### src/rtl/writeback_cycle_if.sv
// rtl/writeback_cycle_if.sv - MEM->WB bundle carrying one instruction into the write-back stage
interface writeback_cycle_if #(
   parameter int XLEN = 32
);
   logic [XLEN-1:0] wb_pc_add4;
   logic [XLEN-1:0] wb_alu_data;
   logic [XLEN-1:0] wb_ld_data;
   logic [31:0]     wb_inst;
   logic [XLEN-1:0] wb_pc_debug;
   logic [1:0]      wb_sel;
   logic            wb_rd_wren;
   logic            wb_insn_vld;
   logic            wb_ctrl;

   modport master (
      output wb_pc_add4, wb_alu_data, wb_ld_data, wb_inst, wb_pc_debug,
      output wb_sel, wb_rd_wren, wb_insn_vld, wb_ctrl
   );

   modport slave (
      input wb_pc_add4, wb_alu_data, wb_ld_data, wb_inst, wb_pc_debug,
      input wb_sel, wb_rd_wren, wb_insn_vld, wb_ctrl
   );
endinterface

### src/rtl/writeback_cycle.sv
// rtl/writeback_cycle.sv - write-back stage: regfile write mux, WB hold entry, counters, commit trace
module writeback_cycle #(
   parameter int XLEN  = 32,
   parameter int CNT_W = 64
) (
   input  logic             i_clk,
   input  logic             i_reset,
   writeback_cycle_if.slave wb,
   input  logic             i_cnt_clr,
   output logic [4:0]       o_rf_rd_addr,
   output logic [XLEN-1:0]  o_rf_rd_data,
   output logic             o_rf_rd_wren,
   output logic [4:0]       o_hold_rd_addr,
   output logic [XLEN-1:0]  o_hold_rd_data,
   output logic             o_hold_vld,
   output logic [CNT_W-1:0] o_mcycle,
   output logic [CNT_W-1:0] o_minstret,
   output logic [CNT_W-1:0] o_mctrl,
   output logic             o_commit_vld,
   output logic [XLEN-1:0]  o_commit_pc,
   output logic [31:0]      o_commit_inst
);

   logic [4:0]      rd;
   logic            rd_zero;
   logic [XLEN-1:0] wb_mux;

   always_comb begin
      rd      = wb.wb_inst[11:7];
      rd_zero = (rd == 5'd0);
      wb_mux  = '0;
      case (wb.wb_sel)
         2'b00:   wb_mux = wb.wb_pc_add4;
         2'b10:   wb_mux = wb.wb_ld_data;
         default: wb_mux = wb.wb_alu_data;
      endcase
   end

   // x0 writes are suppressed and read as zero so the bypass never forwards garbage for rd=0
   assign o_rf_rd_addr = rd;
   assign o_rf_rd_data = rd_zero ? '0 : wb_mux;
   assign o_rf_rd_wren = wb.wb_rd_wren & wb.wb_insn_vld & ~rd_zero;

   always_ff @(posedge i_clk) begin
      if (i_reset) begin
         o_hold_rd_addr <= '0;
         o_hold_rd_data <= '0;
         o_hold_vld     <= 1'b0;
      end else begin
         o_hold_rd_addr <= o_rf_rd_addr;
         o_hold_rd_data <= o_rf_rd_data;
         o_hold_vld     <= o_rf_rd_wren;
      end
   end

   // Clear wins over increment so software sees an exact zero after clearing
   always_ff @(posedge i_clk) begin
      if (i_reset || i_cnt_clr) begin
         o_mcycle   <= '0;
         o_minstret <= '0;
         o_mctrl    <= '0;
      end else begin
         o_mcycle <= o_mcycle + CNT_W'(1);
         if (wb.wb_insn_vld) begin
            o_minstret <= o_minstret + CNT_W'(1);
         end
         if (wb.wb_insn_vld && wb.wb_ctrl) begin
            o_mctrl <= o_mctrl + CNT_W'(1);
         end
      end
   end

   always_ff @(posedge i_clk) begin
      if (i_reset) begin
         o_commit_vld  <= 1'b0;
         o_commit_pc   <= '0;
         o_commit_inst <= '0;
      end else begin
         o_commit_vld <= wb.wb_insn_vld;
         if (wb.wb_insn_vld) begin
            o_commit_pc   <= wb.wb_pc_debug;
            o_commit_inst <= wb.wb_inst;
         end
      end
   end

endmodule

### src/flat_wrapper.sv
// flat-port wrapper written by rule: the top's interface ports become plain ports
module writeback_cycle_flat 
#(
   parameter int XLEN  = 32,
   parameter int CNT_W = 64
)
  (i_clk, i_reset, i_cnt_clr, o_rf_rd_addr, o_rf_rd_data, o_rf_rd_wren, o_hold_rd_addr, o_hold_rd_data, o_hold_vld, o_mcycle, o_minstret, o_mctrl, o_commit_vld, o_commit_pc, o_commit_inst, wb_wb_pc_add4, wb_wb_alu_data, wb_wb_ld_data, wb_wb_inst, wb_wb_pc_debug, wb_wb_sel, wb_wb_rd_wren, wb_wb_insn_vld, wb_wb_ctrl);
  writeback_cycle_if #(.XLEN(XLEN)) wb_i ();
  input  logic i_clk;
  input  logic i_reset;
  input  logic i_cnt_clr;
  output logic [4:0] o_rf_rd_addr;
  output logic [XLEN-1:0] o_rf_rd_data;
  output logic o_rf_rd_wren;
  output logic [4:0] o_hold_rd_addr;
  output logic [XLEN-1:0] o_hold_rd_data;
  output logic o_hold_vld;
  output logic [CNT_W-1:0] o_mcycle;
  output logic [CNT_W-1:0] o_minstret;
  output logic [CNT_W-1:0] o_mctrl;
  output logic o_commit_vld;
  output logic [XLEN-1:0] o_commit_pc;
  output logic [31:0] o_commit_inst;
  input wire logic [$bits(wb_i.wb_pc_add4)-1:0] wb_wb_pc_add4;
  input wire logic [$bits(wb_i.wb_alu_data)-1:0] wb_wb_alu_data;
  input wire logic [$bits(wb_i.wb_ld_data)-1:0] wb_wb_ld_data;
  input wire logic [$bits(wb_i.wb_inst)-1:0] wb_wb_inst;
  input wire logic [$bits(wb_i.wb_pc_debug)-1:0] wb_wb_pc_debug;
  input wire logic [$bits(wb_i.wb_sel)-1:0] wb_wb_sel;
  input wire logic [$bits(wb_i.wb_rd_wren)-1:0] wb_wb_rd_wren;
  input wire logic [$bits(wb_i.wb_insn_vld)-1:0] wb_wb_insn_vld;
  input wire logic [$bits(wb_i.wb_ctrl)-1:0] wb_wb_ctrl;
  assign wb_i.wb_pc_add4 = wb_wb_pc_add4;
  assign wb_i.wb_alu_data = wb_wb_alu_data;
  assign wb_i.wb_ld_data = wb_wb_ld_data;
  assign wb_i.wb_inst = wb_wb_inst;
  assign wb_i.wb_pc_debug = wb_wb_pc_debug;
  assign wb_i.wb_sel = wb_wb_sel;
  assign wb_i.wb_rd_wren = wb_wb_rd_wren;
  assign wb_i.wb_insn_vld = wb_wb_insn_vld;
  assign wb_i.wb_ctrl = wb_wb_ctrl;
  writeback_cycle #(.XLEN(XLEN), .CNT_W(CNT_W)) u_core (.i_clk(i_clk), .i_reset(i_reset), .wb(wb_i), .i_cnt_clr(i_cnt_clr), .o_rf_rd_addr(o_rf_rd_addr), .o_rf_rd_data(o_rf_rd_data), .o_rf_rd_wren(o_rf_rd_wren), .o_hold_rd_addr(o_hold_rd_addr), .o_hold_rd_data(o_hold_rd_data), .o_hold_vld(o_hold_vld), .o_mcycle(o_mcycle), .o_minstret(o_minstret), .o_mctrl(o_mctrl), .o_commit_vld(o_commit_vld), .o_commit_pc(o_commit_pc), .o_commit_inst(o_commit_inst));
endmodule
### config.mk
export PLATFORM = sky130hd
export DESIGN_NAME = writeback_cycle_flat
export DESIGN_NICKNAME = d
export VERILOG_FILES = /design/src/rtl/writeback_cycle_if.sv /design/src/rtl/writeback_cycle.sv /design/src/flat_wrapper.sv
export SDC_FILE = /design/constraint.sdc
export NUM_CORES = 1
export LEC_CHECK = 0
export BUFFER_PORTS_ARGS = -buffer_cell sky130_fd_sc_hd__buf_2
export CAP_MARGIN = 10
export CORE_AREA = 2 2 197 199
export DETAILED_ROUTE_END_ITERATION = 7
export DIE_AREA = 0 0 199 201
export SYNTH_ARGS = -nofsm -noshare
export SYNTH_HDL_FRONTEND = slang
export SYNTH_SLANG_ARGS = --single-unit
### constraint.sdc
create_clock -name i_clk -period 4 [get_ports i_clk]
set_input_delay 0.4 -clock i_clk [delete_from_list [all_inputs] [get_ports i_clk]]
set_output_delay 0.4 -clock i_clk [all_outputs]
set_load 0.01 [all_outputs]
==> results of run 1 <==
## synth_stat cells, types with 2 or more instances
cell type  count  share of area
nor2b_1        6         0.0029
buf_1         16         0.0046
and3_1        18         0.0086
nand3_1       69          0.026
nand4b_1       9         0.0060
o21ai_0       65          0.025
or3_1         63          0.030
ha_1           3         0.0029
inv_1         21         0.0060
nand4_4        2         0.0032
xnor2_1       33          0.022
o21a_1         2         0.0011
nand2_1       77          0.022
o41ai_1        2         0.0013
o31a_1         2         0.0013
nor4_4         6         0.0097
buf_4          5         0.0029
nor2_1       258          0.074
and4_1         9         0.0060
nor4_1        24          0.011
o31ai_1       13         0.0074
mux2i_1       98          0.075
nor3_2         3         0.0023
clkbuf_1      48          0.014
dfxtp_1      295           0.45
or2_2          5         0.0024
nor3_1        50          0.019
nand4_1       75          0.036
buf_2          4         0.0015
nor4_2         5         0.0048
and2_1        10         0.0048
nand4_2        9         0.0086
a21oi_1      112          0.043
o211ai_1       2         0.0011
xor2_1        68          0.045
or4_1         18          0.010
## placed cells by master (no fill, tap or decap), types with 63 or more instances in the layout
| cell | instances |
|---|---|
| a21oi_1 | 112 |
| buf_2 | 498 |
| dfxtp_1 | 295 |
| mux2i_1 | 98 |
| nand2_1 | 77 |
| nand3_1 | 69 |
| nand4_1 | 75 |
| nor2_1 | 257 |
| o21ai_0 | 65 |
| or3_1 | 63 |
| xor2_1 | 68 |
## worst paths after layout
check	start	to	slack, ns	depth (start not counted)
hold reg to reg	u_core.o_mcycle[0]	u_core.o_mcycle[0]	0.48	1
hold / removal	wb_wb_inst[0]	u_core.o_commit_inst[0]	0.09	3
setup reg to reg	u_core.o_mcycle[2]	u_core.o_mcycle[63]	1.29	5
setup / recovery	u_core.o_mcycle[2]	u_core.o_mcycle[63]	1.29	5
## power groups by stage
| stage | registers [mW] | logic (mW) | clock network [mW] |
|---|---|---|---|
| finish | 3.03 | 0.503 | 3.28 |
| global route | 3.04 | 0.552 | 3.48 |
| floorplan | 3.13 | 0.226 | 0 |
| global placement | 3.09 | 0.503 | 0 |
| detailed placement | 3.10 | 0.505 | 0 |
| CTS | 3.03 | 0.508 | 3.36 |
## worst min-delay path, cell delays in order
cell	delay, ns
buf_2	0.07
mux2i_1	0.05
nor2_1	0.07
## flip-flops by register name (all words and copies together), names as in the netlist
signal	cells
u_core.o_commit_pc	32
u_core.o_hold_rd_data	32
u_core.o_mcycle	64
u_core.o_commit_inst	32
u_core.o_hold_vld	1
u_core.o_minstret	64
u_core.o_commit_vld	1
u_core.o_mctrl	64
u_core.o_hold_rd_addr	5
## cell families after synthesis
logic type                 synth area share
AOI/OAI and AO/OA                    0.0813
buffers and inverters                0.0291
xor gates and xnor gates             0.0675
muxes                                0.0748
and+or+nand+nor                       0.294
adders and majority gates           0.00286
DFF                                   0.450
## metrics by stage
stage	hold WS (ns)	instance area [sq um]	worst slack [ns]
4_1_cts	0.0709	17200	1.28
3_5_place_dp	0.471	16000	1.18
5_1_grt	0.0916	17200	1.01
3_3_place_gp	0.457	16000	1.19
6_report	0.0901	17200	1.29
2_1_floorplan	0.481	13100	1.85
## per-layer routing
metal	global-route usage	part of all wire	vias up
met5	0	0.00029	-
met1	0.265	0.40	6256
met4	0.0856	0.040	2
li1	-	-	6363
met3	0.0655	0.086	97
met2	0.352	0.47	433
## cell type report
| class | instances | area (sq um) |
|---|---|---|
| flip-flops and latches | 295 | 5910 |
| repair buffers | 507 | 2570 |
| clock inverters | 12 | 168 |
| diodes | 4 | 10.0 |
| inverters | 21 | 78.8 |
| clock buffers | 50 | 1010 |
| well taps | 518 | 648 |
| fillers | 3804 | 20900 |
| multi-input cells | 1126 | 6840 |
==> impl_metrics.ini, run 1 <==
[status]
run_status = complete, no violations

[timing]
setup_tns_ns = 0
maxSlewViolCount = 0
finClkSkew_ns = 0.0227
hold_viol_final = 0
max_freq_ghz = 0.369
fin_crit_sh = 0.677
fin_crit_ns = 2.71
tightest_slew_ns = 1.13
setup_viol = 0
slew_headroom = 0.248
rsz0062_at_grt = false

[detailed_routing]
routed_wl_mm = 44.8
wl_per_cell_um = 17.7
drcViolationCount = 0
dr.pass1.iters = 8
final_antenna_net_count = 0
vias = 13151
drtIter0Drc = 615
routed_via_density = 5.19

[clock_tree]
postCtsSetupBuffers = 0
root_buffer = clkbuf_16
path_clk_slew_ns = 0.06
cts_sinks = 295
cts_tree = done
cts_hold_buf = 0
cts_buffers = 36
cts_max_level = 2
clkLatencyLatePin_ns = 0.54
cts.repair.resized = 0
cts_buffer_depth = 3

[power_and_ir_drop]
p_leak_nw = 7.42
power_frac_clock = 0.481
pwr-share-seq = 0.445
peakVddDrop_v = 0.000253
powerDensity_mw_per_mm2 = 395
p_int_mw = 5.19
p_switching_mw = 1.62
pwr-share-comb = 0.074
switching_share = 0.238
total_power_mw = 6.81

[synth]
syn_avg_cell_area_sq_um = 8.65
synth_cells = 1516
synth_nets = 1687
ys_seq_area_frac = 0.450
synth_area_sq_mm = 0.0131
synth_edf_count = 0
ys_ff_latch = 295
synth.distinct_cells = 47
yosysWarnings = 0
synth_flop_cell = dfxtp_1
synth-async-reset-ratio = 0

[critical_path]
path_buf_inv = 0
end_kind = register
crit_path_frequent_cell = nand4_1
crit_required_ns = 4.46
path_cells = nand4_1 -> nor4_2 -> nand4_1 -> or4_1 -> a21oi_1
crit_path_start_kind = register
crit_fanout = 13
cpPeakStageDelay_ns = 0.61
critPathSlowestCell = nand4_1
crit_type = register to register
arrival_ns = 3.16
cp_top_family = simple AND/OR/NAND/NOR gates

[run]
maxCapViolCount = 0

[grt]
grt_first_pass_wirelength_mm = 68.9
antenna_found_initial = 8
grt_remaining_overflow = 0
grt_usage = 0.216
grt_pass1_vias = 12180
grt_max_degree = 93

[final_layout]
fin_cells = 2533
layout-drive-gt1-share = 0.297
final_nets = 2158
final_core_utilization = 0.452
syn_to_final_growth_pct = 31.4

[floorplan]
row_count = 72
core_sq_mm = 0.0381
die-area_sq_mm = 0.0400
die_width_um = 199
die_y_um = 201
ios = 501
start_util = 0.344

[place]
dp_hpwl_mm = 33.5
port_buffers = 500
gp_congestion = 0.877
placed_cells = 2467

[worst_hold_path]
hold_path_class = input port to register
No activity file was read; power rests on OpenSTA's default activity.
==> run 2, diff against run 1 <==
- ABC_AREA: unset -> 1
- CORE_AREA: 2 2 197 199 -> 2 2 193 195
- DIE_AREA: 0 0 199 201 -> 0 0 195 197
- PLACE_DENSITY: unset -> 0.67
- clock period: 4 -> 2.8 ns (I/O delays scaled with it)
==> impl_metrics.ini, run 2 <==
[status]
run_status = complete, no violations

[power_and_ir_drop]
p_int_mw = 7.46
pwr-share-seq = 0.435
p_leak_nw = 8.57
peakVddDrop_v = 0.000441
switching_share = 0.256
p_switching_mw = 2.56
total_power_mw = 10.0
powerDensity_mw_per_mm2 = 511
pwr-share-comb = 0.088
power_frac_clock = 0.477

[clock_tree]
clkLatencyLatePin_ns = 0.55
cts_sinks = 295
root_buffer = clkbuf_16
cts_tree = done
path_clk_slew_ns = 0.06
cts_max_level = 2
cts_buffers = 36
cts_hold_buf = 50
cts_buffer_depth = 3
postCtsSetupBuffers = 0
cts.repair.resized = 0

[critical_path]
end_kind = output port
reg2reg_to = u_core.o_mcycle[42]
r2r_setup_slack_ns = 0.82
cp.depth = 8
path_cells = dlygate4sd3_1 -> buf_2 -> nor3_1 -> nand3_1 -> buf_4 -> nand2_1 -> inv_1 -> buf_2
crit_required_ns = 2.52
crit_fanout = 14
crit_path_start = wb_wb_inst[10]
r2r-start = u_core.o_mcycle[0]
critPathSlowestCell = dlygate4sd3_1
cpPeakStageDelay_ns = 0.52
crit_type = input port to output port
arrival_ns = 2.41
reg2reg_depth = 7
crit_path_start_kind = input port
endpoint = o_rf_rd_data[4]
crit_path_frequent_cell = buf_2
path_buf_inv = 5
cp_top_family = buffers and inverters

[final_layout]
syn_to_final_growth_pct = 31.2
final_nets = 3077
layout_common_cells = nand2_1, nor2_1, buf_2
reg.largest.list = u_core.o_mctrl x64, u_core.o_mcycle x64, u_core.o_minstret x64
fin_cells = 3416
layout-drive-gt1-share = 0.216
final_core_utilization = 0.541
fin_area_sq_mm = 0.0196
layout_commonest_cell = nand2_1

[detailed_routing]
routed_wl_mm = 68.5
routed_via_density = 5.21
drcViolationCount = 0
vias = 17799
drtIter0Drc = 1337
final_antenna_net_count = 0
dr.pass1.iters = 6
wl_per_cell_um = 20.1

[synth]
synth_area_sq_mm = 0.0150
synth.area.top_cells = dfxtp_1, nand2_1, nor2_1, inv_1, nand3_1
yosysTopAreaCell = dfxtp_1
synth_top_area_share = 0.395
yosysWarnings = 0
synth_cells = 2370
synth.distinct_cells = 38
ys_seq_area_frac = 0.395
syn_avg_cell_area_sq_um = 6.31
synth.most_common_cell = nand2_1
synth-async-reset-ratio = 0
synth_nets = 2541
synth_edf_count = 0
ys_ff_latch = 295
synth_flop_cell = dfxtp_1
ys_top_cells_by_count = nand2_1, nor2_1, dfxtp_1, inv_1, nand3_1

[floorplan]
die-area_sq_mm = 0.0384
start_util = 0.413
core_sq_mm = 0.0363
die_y_um = 197
die_width_um = 195
ios = 501
row_count = 70

[place]
pre_cts_ws_ns = 0.639
placed_cells = 3286
dp_hpwl_mm = 54.9
port_buffers = 500
gp_congestion = 1.00
placed_area_sq_mm = 0.0179

[timing]
hold_viol_final = 0
maxSlewViolCount = 0
finClkSkew_ns = 0.0194
fin_hold_ws_ns = 0.0242
rsz0062_at_grt = false
fin_crit_sh = 0.960
setup_tns_ns = 0
max_freq_ghz = 0.372
tightest_slew_ns = 1.08
setup_ws_ns = 0.112
setup_viol = 0
fin_crit_ns = 2.69
slew_headroom = 0.280

[grt]
grt_usage = 0.348
grt_pass1_vias = 16713
grt_remaining_overflow = 0
grt_first_pass_wirelength_mm = 102
grt_max_degree = 97
antenna_found_initial = 17

[worst_hold_path]
hold_path_class = input port to register

[run]
maxCapViolCount = 0
## run 2: cell types whose count changed after synthesis, moves of 48 or more
cell | before | now
nand2_1 | 77 | 595
nor2_1 | 258 | 573
inv_1 | 21 | 237
mux2i_1 | 98 | 0
nand3_1 | 69 | 149
or3_1 | 63 | 0
o21ai_0 | 65 | 113
## run 2: cell families after synthesis
family          Yosys count  synth area share
fa+ha+maj                 3           0.00251
flops                   295             0.395
compound gates          227            0.0775
xor+xnor                 42            0.0246
buf+inv                 305            0.0789
simple gates           1498             0.422
## run 2: per-layer routing
metal | share of wire | vias to the layer above | track usage
li1 | - | 8566 | -
met5 | 0.0016 | - | 0
met2 | 0.44 | 773 | 0.554
met4 | 0.024 | 16 | 0.0902
met3 | 0.095 | 97 | 0.0844
met1 | 0.43 | 8347 | 0.472
## run 2: worst register-to-register path: stages (launching register included)
cell,delay (ns)
dfxtp_1,0.46
ha_1,0.28
nand2_1,0.10
nor2_2,0.21
nand3_1,0.20
nor2_2,0.31
nand4_1,0.13
and3_1,0.19
## run 2: worst min-delay path by stage
stage | slack (ns) | depth (start not counted) | start | to
2_1_floorplan | 0.40 | 2 | wb_wb_inst[9] | u_core.o_hold_rd_addr[2]
3_3_place_gp | 0.46 | 2 | u_core.o_mctrl[5] | u_core.o_mctrl[5]
3_5_place_dp | 0.46 | 2 | u_core.o_mctrl[5] | u_core.o_mctrl[5]
4_1_cts | 0.007 | 3 | wb_wb_inst[3] | u_core.o_commit_inst[3]
5_1_grt | 0.03 | 3 | wb_wb_inst[14] | u_core.o_commit_inst[14]
6_report | 0.02 | 3 | wb_wb_inst[14] | u_core.o_commit_inst[14]
## run 2: power groups by stage
stage               combinational [mW]  clock [mW]  sequential [mW]
global placement                 0.808           0             4.44
detailed placement               0.807           0             4.44
finish                           0.881        4.78             4.36
floorplan                        0.322           0             4.49
global route                     0.952        5.00             4.36
CTS                              0.874        4.82             4.36
## run 2: cell type report
| type | count | area [sq um] |
|---|---|---|
| tap | 468 | 586 |
| antenna | 15 | 37.5 |
| clock inverter | 14 | 148 |
| timing repair buffer | 563 | 3110 |
| multi-input combinational | 1770 | 7890 |
| clock buffer | 51 | 1050 |
| fill | 3766 | 16600 |
| sequential | 295 | 5910 |
| inverter | 240 | 902 |
